<file path="config.mk">
export PLATFORM = sky130hd
export DESIGN_NAME = bin_to_bcd_seq
export DESIGN_NICKNAME = d
export VERILOG_FILES = /design/src/rtl/bcd_pkg.sv /design/src/rtl/bcd_digit_adjust.sv /design/src/rtl/bin_to_bcd_seq.sv
export SDC_FILE = /design/constraint.sdc
export NUM_CORES = 1
export LEC_CHECK = 0
export CAP_MARGIN = 10
export CORE_UTILIZATION = 58
export DETAILED_ROUTE_END_ITERATION = 10
export GPL_TIMING_DRIVEN = 0
export PLACE_DENSITY = 0.83
export SYNTH_ARGS = -nofsm -noshare
export SYNTH_HDL_FRONTEND = slang
export SYNTH_SLANG_ARGS = --single-unit
</file>
<file path="constraint.sdc">
create_clock -name clk -period 2.6 [get_ports clk]
set_clock_uncertainty 0.15 [all_clocks]
set_input_delay 0.65 -clock clk [delete_from_list [all_inputs] [get_ports clk]]
set_output_delay 0.65 -clock clk [all_outputs]
set_load 0.02 [all_outputs]
</file>
<file path="src/rtl/bcd_pkg.sv">
// Shared types and constants for the sequential binary-to-BCD converter.
//   BCD_DIGIT_W    : bits per BCD digit
//   BCD_ADJ_THRESH : a digit at or above this value is corrected before shifting
//   BCD_ADJ_ADD    : correction added to such a digit
//   b2b_state_t    : converter FSM states
//   bcd_digit_t    : one BCD digit
package bcd_pkg;

    localparam int unsigned BCD_DIGIT_W = 4;

    typedef logic [3:0] bcd_digit_t;

    localparam bcd_digit_t BCD_ADJ_THRESH = 4'd5;
    localparam bcd_digit_t BCD_ADJ_ADD    = 4'd3;

    typedef enum logic [1:0] {
        IDLE,
        SHIFT,
        DONE
    } b2b_state_t;

endpackage

</file>
<file path="src/rtl/bcd_digit_adjust.sv">
// Combinational add-3 correction for one BCD digit in the double-dabble datapath.
// Ports:
//   digit_i : digit before correction
//   digit_o : digit_i + 3 when digit_i >= 5, else digit_i (4-bit, no carry out)
module bcd_digit_adjust
    import bcd_pkg::*;
(
    input  bcd_digit_t digit_i,
    output bcd_digit_t digit_o
);

    assign digit_o = (digit_i >= BCD_ADJ_THRESH) ? (digit_i + BCD_ADJ_ADD) : digit_i;

endmodule

</file>
<file path="src/rtl/bin_to_bcd_seq.sv">
// Sequential binary-to-BCD converter (shift-add-3), one input bit per clock.
// Ports:
//   clk     : clock, rising edge
//   rst_n   : asynchronous active-low reset
//   start_i : conversion request, honoured only while idle
//   bin_i   : unsigned binary value, captured on the accepted start edge
//   busy_o  : high from the cycle after an accepted start through the DONE state
//   done_o  : one-cycle pulse; bcd_o/ovf_o valid from this cycle on
//   bcd_o   : result digits, digit 0 least significant at [3:0]
//   ovf_o   : value did not fit in DIGITS digits; bcd_o holds the low digits
module bin_to_bcd_seq
    import bcd_pkg::*;
#(
    parameter int unsigned BIN_W  = 8,
    parameter int unsigned DIGITS = 3
) (
    input  logic                          clk,
    input  logic                          rst_n,
    input  logic                          start_i,
    input  logic [BIN_W-1:0]              bin_i,
    output logic                          busy_o,
    output logic                          done_o,
    output logic [BCD_DIGIT_W*DIGITS-1:0] bcd_o,
    output logic                          ovf_o
);

    localparam int unsigned BCD_W = BCD_DIGIT_W * DIGITS;
    localparam int unsigned TOT_W = BCD_W + BIN_W;
    localparam int unsigned CNT_W = $clog2(BIN_W + 1);

    if (BIN_W < 1 || DIGITS < 1) begin : g_param_check
        $fatal(1, "bin_to_bcd_seq: BIN_W and DIGITS must both be >= 1");
    end

    b2b_state_t         r_state;
    logic [BIN_W-1:0]   r_sh_bin;
    logic [BCD_W-1:0]   r_sh_bcd;
    logic               r_ovf_acc;
    logic [CNT_W-1:0]   r_cnt;
    logic               r_busy;
    logic               r_done;
    logic [BCD_W-1:0]   r_bcd;
    logic               r_ovf;

    logic [BCD_W-1:0]   w_adj;
    logic [TOT_W-1:0]   w_shifted;
    logic               w_shift_out;

    for (genvar g = 0; g < DIGITS; g++) begin : g_adj
        bcd_digit_adjust u_adj (
            .digit_i (r_sh_bcd[g*BCD_DIGIT_W +: BCD_DIGIT_W]),
            .digit_o (w_adj[g*BCD_DIGIT_W +: BCD_DIGIT_W])
        );
    end

    // Corrected digits and remaining binary bits shift as one register; the bit
    // leaving the top digit only matters for overflow detection.
    assign w_shifted   = {w_adj, r_sh_bin} << 1;
    assign w_shift_out = w_adj[BCD_W-1];

    always_ff @(posedge clk or negedge rst_n) begin
        if (!rst_n) begin
            r_state   <= IDLE;
            r_sh_bin  <= '0;
            r_sh_bcd  <= '0;
            r_ovf_acc <= 1'b0;
            r_cnt     <= '0;
            r_busy    <= 1'b0;
            r_done    <= 1'b0;
            r_bcd     <= '0;
            r_ovf     <= 1'b0;
        end else begin
            unique case (r_state)
                IDLE: begin
                    r_done <= 1'b0;
                    if (start_i) begin
                        r_sh_bin  <= bin_i;
                        r_sh_bcd  <= '0;
                        r_ovf_acc <= 1'b0;
                        r_cnt     <= CNT_W'(BIN_W);
                        r_busy    <= 1'b1;
                        r_state   <= SHIFT;
                    end
                end
                SHIFT: begin
                    r_sh_bin  <= w_shifted[BIN_W-1:0];
                    r_sh_bcd  <= w_shifted[TOT_W-1:BIN_W];
                    r_ovf_acc <= r_ovf_acc | w_shift_out;
                    r_cnt     <= r_cnt - CNT_W'(1);
                    if (r_cnt == CNT_W'(1)) begin
                        r_state <= DONE;
                    end
                end
                DONE: begin
                    r_bcd   <= r_sh_bcd;
                    r_ovf   <= r_ovf_acc;
                    r_done  <= 1'b1;
                    r_busy  <= 1'b0;
                    r_state <= IDLE;
                end
                default: begin
                    r_busy  <= 1'b0;
                    r_done  <= 1'b0;
                    r_state <= IDLE;
                end
            endcase
        end
    end

    assign busy_o = r_busy;
    assign done_o = r_done;
    assign bcd_o  = r_bcd;
    assign ovf_o  = r_ovf;

endmodule

</file>
### Yosys cells after proc, flatten, opt, wreduce, memory -nomap -nowiden

Index checks and enable logic that the tools add are counted.

* $lt $le $gt $ge: 3
* $add $sub $neg: 4
* equality and inequality tests: 5
* mux-type cells: 17
* reductions and logical operators: 5
* bitwise operators: 2

Operators with widths (count)
* $pmux 12 s2: 1
* $mux 4: 4
* $pmux 8 s2: 1
* $add 4x2->4 const B: 3
* $ge 4x3->1 const B: 3
* $mux 12: 1
* $mux 8: 1
* $pmux 4 s2: 1
* $pmux 1 s2: 3
* $reduce_and 2->1: 3
* $eq 4x1->1 const B: 1
* $mux 2: 2
* $ne 2x2->1 const B: 2
* $pmux 2 s2: 1
* $sub 4x1->4 const B: 1
* $eq 2x1->1 const B: 1
* $eq 2x2->1 const B: 1
* $logic_not 2->1: 1
* $mux 1: 2
* $reduce_bool 2->1: 1
* $not 1->1: 1
* $or 1x1->1: 1

* word-level logic and storage cells: 45
* output and inout bits: 15
* input bits: 11
* register bits: 42

### Depth between registers and ports, before layout

Gate-level depths: netlist (run 1).

* depth after elaboration: 4
* gate-level depth with buffers: 6
* gate-level depth less buffers: 6

### Hierarchy

A second synthesis (run 1) with hierarchy kept.

* cells, all modules: 186
* area, all modules: 2014.4 um^2

Modules (own cells, without submodules)
* bin_to_bcd_seq: cells each 138, area an instance 1710.4 um^2, instances 1
* bcd_digit_adjust: cells each 16, area an instance 101.3 um^2, instances 3

### Worst setup path after synthesis (run 1)

Ideal clock, no wire load.

* path type: input port to flip-flop
* from: input start_i
* to: register r_sh_bcd[10]
* data required time: 2.329 ns
* setup slack: 1.069 ns
* cell stages on the path: 4
* arrival time: 1.260 ns
* path through: nor2_1 or2_4 buf_6 a22o_1

* longest elaborated chain between the ends: 2

RTL lines
* start, declared: RTL line bin_to_bcd_seq.sv:19 `input logic start_i,`
* $ne 2x2->1 (no source line)
* $reduce_and 2->1 (no source line)
* end signal, assigned: RTL line bin_to_bcd_seq.sv:87 `r_sh_bcd <= w_shifted[TOT_W-1:BIN_W];`
* end, declared: RTL line bin_to_bcd_seq.sv:37 `logic [BCD_W-1:0] r_sh_bcd;`

No other way between the ends.
A chain may end at the register's enable or synchronous reset.

### Worst setup path after layout (run 1)

* from: register r_done, in the netlist done_o
* to: output done_o

RTL lines
* start, declared: RTL line bin_to_bcd_seq.sv:41 `logic r_done;`
* start signal, assigned: RTL line bin_to_bcd_seq.sv:69 `r_done <= 1'b0;`
* start signal, assigned: RTL line bin_to_bcd_seq.sv:75 `r_done <= 1'b0;`
* start signal, assigned: RTL line bin_to_bcd_seq.sv:97 `r_done <= 1'b1;`
* end, declared: RTL line bin_to_bcd_seq.sv:22 `output logic done_o,`

No word-level cell between the ends.

==> impl_metrics.tcl, run 1 <==
set metrics [dict create \
    grt_pass1_vias 1393 \
    cp_max_fo 2 \
    static-leakage-power_nw 1.05 \
    grt_overflow 0 \
    crit_chain "clkdlybuf4s50_1" \
    fmax_mhz 470 \
    synthMostInstantiatedCell "dfrtp_1" \
    cts_root_buf "clkbuf_4" \
    wl_per_cell_um 14.1 \
    start_util_pct 62.7 \
    outcome "completed" \
    drv_slew 0 \
    die_area_um2 3620 \
    drt_iter0_drc 40 \
    antenna_cells 0 \
    cap_violations 0 \
    fin_crit_ns 2.13 \
    cp_data_arrival_time_ns 1.33 \
    postCtsSetupBuffers 0 \
    synth-seq-area-share_pct 53.6 \
    ir_drop_uv 638 \
    startpoint_type "flip-flop" \
    pre_cts_slack_ns 0.432 \
    slew_headroom_pct 41.3 \
    ioPinCount 26 \
    setup_ws_ns 0.472 \
    yosysWarnings 0 \
    area_growth_pct 17.9 \
    fin_tns_setup_ns 0 \
    setup_violations 0 \
    ant_nets 0 \
    core.rowCount 20 \
    layout-drive-gt1-share_pct 9.91 \
    cts.clk_slew.worst_paths_ns 0.11 \
    grt_pass1_wl_um 6180 \
    via_per_inst 5.58 \
    cp-end-kind "output pin" \
    antenna_found_initial 0 \
    ctsResizeCount 0 \
    port_buffers 25 \
    worstMarginPinSlew_ns 0.880 \
    grt_max_degree 43 \
    p_total_w 0.00251 \
    ctsHoldBuffers 0 \
    netlist_instances 181 \
    crit_family "buffers and inverters" \
    syn-cell-area_um2 1960 \
    synthTopCellsByArea "dfrtp_1, ha_1, o21ai_0, mux2_1, nand2_1" \
    clock_latency_ns 0.35 \
    syn_area_per_cell_um2 10.8 \
    die_x_um 60.1 \
    synth-edff-count 0 \
    final_nets 232 \
    synth_top_area_share_pct 53.6 \
    place.gp.congestion 0.773 \
    final_hold_viol_count 0 \
    cts_max_level 2 \
    synth.largest_area_cell "dfrtp_1" \
    dr.pass1.iters 4 \
    cts_sinks 42 \
    hpwl_um 2610 \
    cp.buffers_inverters 1 \
    crit_type "flip-flop to output pin" \
    synthTopCellsByCount "dfrtp_1, nand2_1, o21ai_0" \
    power.density_nw_per_um2 1090 \
    min_period_over_period_pct 81.9 \
    core_area_um2 3130 \
    crit_slowest_cell "clkdlybuf4s50_1" \
    cts_tree "done" \
    required_ns 1.80 \
    synth_cell_type_count 34 \
    hp-class "input pin to async pin" \
    synth-main-ff-cell "dfrtp_1" \
    slowest_delay_ns 0.61 \
    async_flop_share_pct 100 \
    post-route-util_pct 73.9 \
    routed_wl_um 3620 \
    ys_seq_elements 42 \
    cts_max_path_buffers 2 \
    cts-buffers-inserted 5 \
    vias 1428 \
    die_h_um 60.1 \
    grtUsageTotal_pct 24.0 \
    drc 0 \
    synth_nets 200 \
    rsz0062_at_grt "false" \
]
worst register-to-register path, cell delays in order, from the launching register on:
cell	delay (ns)
dfrtp_1	0.42
inv_1	0.15
ha_1	0.24
nand2b_1	0.09
a21oi_2	0.23
mux2i_1	0.24
a22o_1	0.14
metal layers:
layer	track usage [%]	vias to the layer above	share of wire, %
met3	7.14	8	3.8
met1	29.1	688	46
li1	-	698	-
met5	0	-	0
met2	39.1	34	49
met4	10.6	0	1.7
report_power, final:
group | leakage (nW) | internal, W | switching (W)
Clock | 0.0302 | 0.000122 | 0.000191
Sequential | 0.542 | 0.000889 | 0.000186
Combinational | 0.475 | 0.000537 | 0.000590
Total | 1.05 | 0.00155 | 0.000966
registers in the layout (all words and copies together) (netlist names):
signal     cells
done_o         1
r_sh_bcd      12
bcd_o         12
ovf_o          1
busy_o         1
r_sh_bin       8
r_cnt          4
r_ovf_acc      1
r_state        2
metrics by stage:
step	instances	instance area, um2	hold WS (ns)
after floorplan	181	1960	0.204
after global placement	250	2270	0.310
after detailed placement	250	2260	0.320
after CTS	256	2310	0.280
after global routing	256	2310	0.325
final	256	2310	0.261
cell usage in the layout, fill, tap and decap left out, types with 3 or more instances in the layout:
cell              n
o22ai_1           4
inv_1            10
a21oi_1           9
o21ai_0          17
nor2_1            8
o21ai_1           4
ha_1              8
clkdlybuf4s50_1  24
xnor2_1           3
nor3b_1           7
a32o_1            3
dfrtp_1          42
nand2_1          17
nand2b_1          6
a22o_1            4
a21oi_2           3
clkbuf_4          5
buf_2             6
mux2_1            7
o31ai_1           3
mux2i_1           3
final cells by class:
cell class	count	area, um2
multi-input combinational	120	817
tap	44	55.1
clock buffer	6	51.3
buffer	9	55.1
sequential	42	1050
timing repair buffer	25	245
inverter	10	37.5
fill	239	816
worst paths after layout:
path / end / slack (ns) / cells past startpoint / startpoint
hold / removal: r_cnt[2] / 0.26 / 1 / rst_n
max in group asynchronous: r_sh_bcd[1] / 1.50 / 1 / rst_n
min in group clk: bcd_o[4] / 0.34 / 2 / bcd_o[4]
hold reg to reg: bcd_o[4] / 0.34 / 2 / bcd_o[4]
setup / recovery: done_o / 0.47 / 1 / done_o
setup reg to reg: r_sh_bcd[6] / 0.89 / 6 / r_sh_bcd[4]
kinds of logic after synthesis:
logic type	count (synthesis)	share of synthesized area (%)
compound gates	52	16.8
xor+xnor	5	2.23
fa+ha+maj	8	5.11
buf+inv	19	4.72
flops	42	53.6
mux	11	6.13
simple gates	44	11.4
Power figures use the tool's default switching activity.
==> run 2: changes to the inputs <==
- CORE_UTILIZATION: 58 -> 49
- PLACE_DENSITY: 0.83 -> 0.75
- clock period: 2.6 -> 1.75 ns (I/O delays scaled with it)
==> run 2 against run 1 <==
Die area is 18% higher. Clock power increased by 84%. Sequential cell count is the same. Setup slack worse by 0.37 ns. Non-clock buffer count unchanged. Register-to-register slack worse by 0.77 ns. First-iteration DRC count up 30%. Largest power group unchanged. Hold slack got worse by 0.14 ns. Sequential power grew 50%. Via count is 0.42% lower. Cell area is 0.49% higher. Wire length increased by 1.7%.
==> impl_metrics.tcl, run 2 (synthesized netlist as in run 1, its figures left out) <==
set metrics [dict create \
    outcome "completed" \
    drt_iter0_drc 52 \
    cts_max_level 2 \
    core.rowCount 22 \
    cts-buffers-inserted 5 \
    hpwl_um 2650 \
    hp-class "input pin to async pin" \
    p_sw_w 0.00145 \
    power.density_nw_per_um2 1620 \
    dr.pass1.iters 4 \
    grt_pass1_wl_um 6370 \
    p_int_w 0.00233 \
    ant_nets 0 \
    final_nets 232 \
    crit_start "start_i" \
    cts_tree "done" \
    worstRegToRegCells 6 \
    p_seq_share_pct 42.3 \
    antenna_cells 0 \
    setup_ws_ns 0.0997 \
    regToRegSetupSlack_ns 0.12 \
    drc 0 \
    setup_violations 0 \
    fin_crit_ns 1.65 \
    grt_max_degree 43 \
    die_h_um 65.3 \
    rsz0062_at_grt "false" \
    cts_max_path_buffers 2 \
    via_per_inst 5.45 \
    cts.clk_slew.worst_paths_ns 0.07 \
    ctsHoldBuffers 0 \
    vias 1422 \
    layout-drive-gt1-share_pct 9.39 \
    pre_cts_slack_ns -0.196 \
    cts_root_buf "clkbuf_8" \
    grt_overflow 0 \
    startpoint_type "input pin" \
    fillCellCount 322 \
    routed_wl_um 3680 \
    fmax_mhz 606 \
    crit_path_end "r_sh_bcd[11]" \
    p_comb_share_pct 42.5 \
    sw_frac_of_total_pct 38.4 \
    post-place-cells 254 \
    worstMarginPinSlew_ns 0.876 \
    grt_pass1_vias 1439 \
    antenna_found_initial 0 \
    ff_latch_area_um2 1050 \
    min_period_over_period_pct 94.3 \
    multiInputGateArea_um2 817 \
    slew_headroom_pct 41.6 \
    required_ns 1.78 \
    cp-end-kind "flip-flop" \
    area_growth_pct 18.5 \
    fin_tns_setup_ns 0 \
    clkPwrFrac_pct 15.2 \
    wl_per_cell_um 14.1 \
    reg2reg_to "r_sh_bcd[6]" \
    place.gp.congestion 0.860 \
    ioPinCount 26 \
    final_cell_mix "dfrtp_1, nand2_1, o21ai_0, dlygate4sd2_1, inv_1" \
    cap_violations 0 \
    die_area_um2 4260 \
    die_x_um 65.3 \
    static-leakage-power_nw 1.12 \
    start_util_pct 52.4 \
    r2r_start "r_sh_bcd[4]" \
    final_hold_viol_count 0 \
    final_common_cell "dfrtp_1" \
    holdWs_ns 0.117 \
    cp_max_fo 10 \
    fin_cells 261 \
    clock_latency_ns 0.29 \
    cts_sinks 42 \
    grtUsageTotal_pct 20.2 \
    ir_drop_uv 607 \
    drv_slew 0 \
    core_area_um2 3740 \
    crit_type "input pin to flip-flop" \
    port_buffers 25 \
    cp_data_arrival_time_ns 1.68 \
]
run 2: changes by cell type in the layout (fill, tap and decap cells not counted), sizes merged:
cell,previous run,this run
clkdlybuf4s50,24,9
dlygate4sd2,0,15
clkbuf,7,8
run 2: metrics by stage:
| stage | total power [W] | cell area (um2) | utilization (%) |
|---|---|---|---|
| after global placement | 0.00320 | 2270 | 60.7 |
| after global routing | 0.00405 | 2320 | 62.1 |
| after CTS | 0.00379 | 2320 | 62.1 |
| final | 0.00377 | 2320 | 62.1 |
| after floorplan | 0.00275 | 1960 | - |
| after detailed placement | 0.00330 | 2270 | 60.5 |
run 2: layer usage:
| metal | global-route usage, % | share of wire [%] | vias up |
|---|---|---|---|
| li1 | - | - | 698 |
| met1 | 23.8 | 46 | 682 |
| met2 | 32.6 | 48 | 35 |
| met3 | 4.69 | 4.2 | 7 |
| met4 | 13.6 | 2.3 | 0 |
| met5 | 0 | 0 | - |
run 2: final cells by class:
class                      instances  area share, %
multi-input combinational        120           35.2
tap                               48           2.58
sequential                        42           45.2
buffer                             9           2.37
inverter                          10           1.62
clock buffer                       7           3.28
timing repair buffer              25           9.75
run 2: power groups by stage:
stage	sequential [W]	clock (W)	combinational [W]
2_1_floorplan	0.00167	0	0.00107
3_3_place_gp	0.00159	0	0.00161
3_5_place_dp	0.00161	0	0.00168
4_1_cts	0.00159	0.000583	0.00161
5_1_grt	0.00165	0.000630	0.00177
6_report	0.00160	0.000573	0.00161
run 2: worst min path at each step:
stage                        start      endpoint  slack (ns)  depth (start not counted)
after floorplan              rst_n      bcd_o[0]      -0.008                          0
after global placement    bcd_o[8]      bcd_o[8]        0.31                          2
after detailed placement    done_o        done_o        0.32                          2
after CTS                    rst_n     bcd_o[11]        0.14                          1
after global routing         rst_n    r_state[1]        0.19                          1
final                        rst_n  r_sh_bcd[11]        0.12                          1
run 2: what timing repair did:
action                     in CTS  in global routing
gates resized for setup        15                  0
setup endpoints to repair      15                  0
buffers inserted                0                  0
run 2: worst max-delay path, stage by stage:
cell and delay [ns]:
clkdlybuf4s50_1 0.51, nor2_1 0.08, nor2_2 0.14, buf_4 0.21, o31ai_1 0.10, a32o_1 0.20
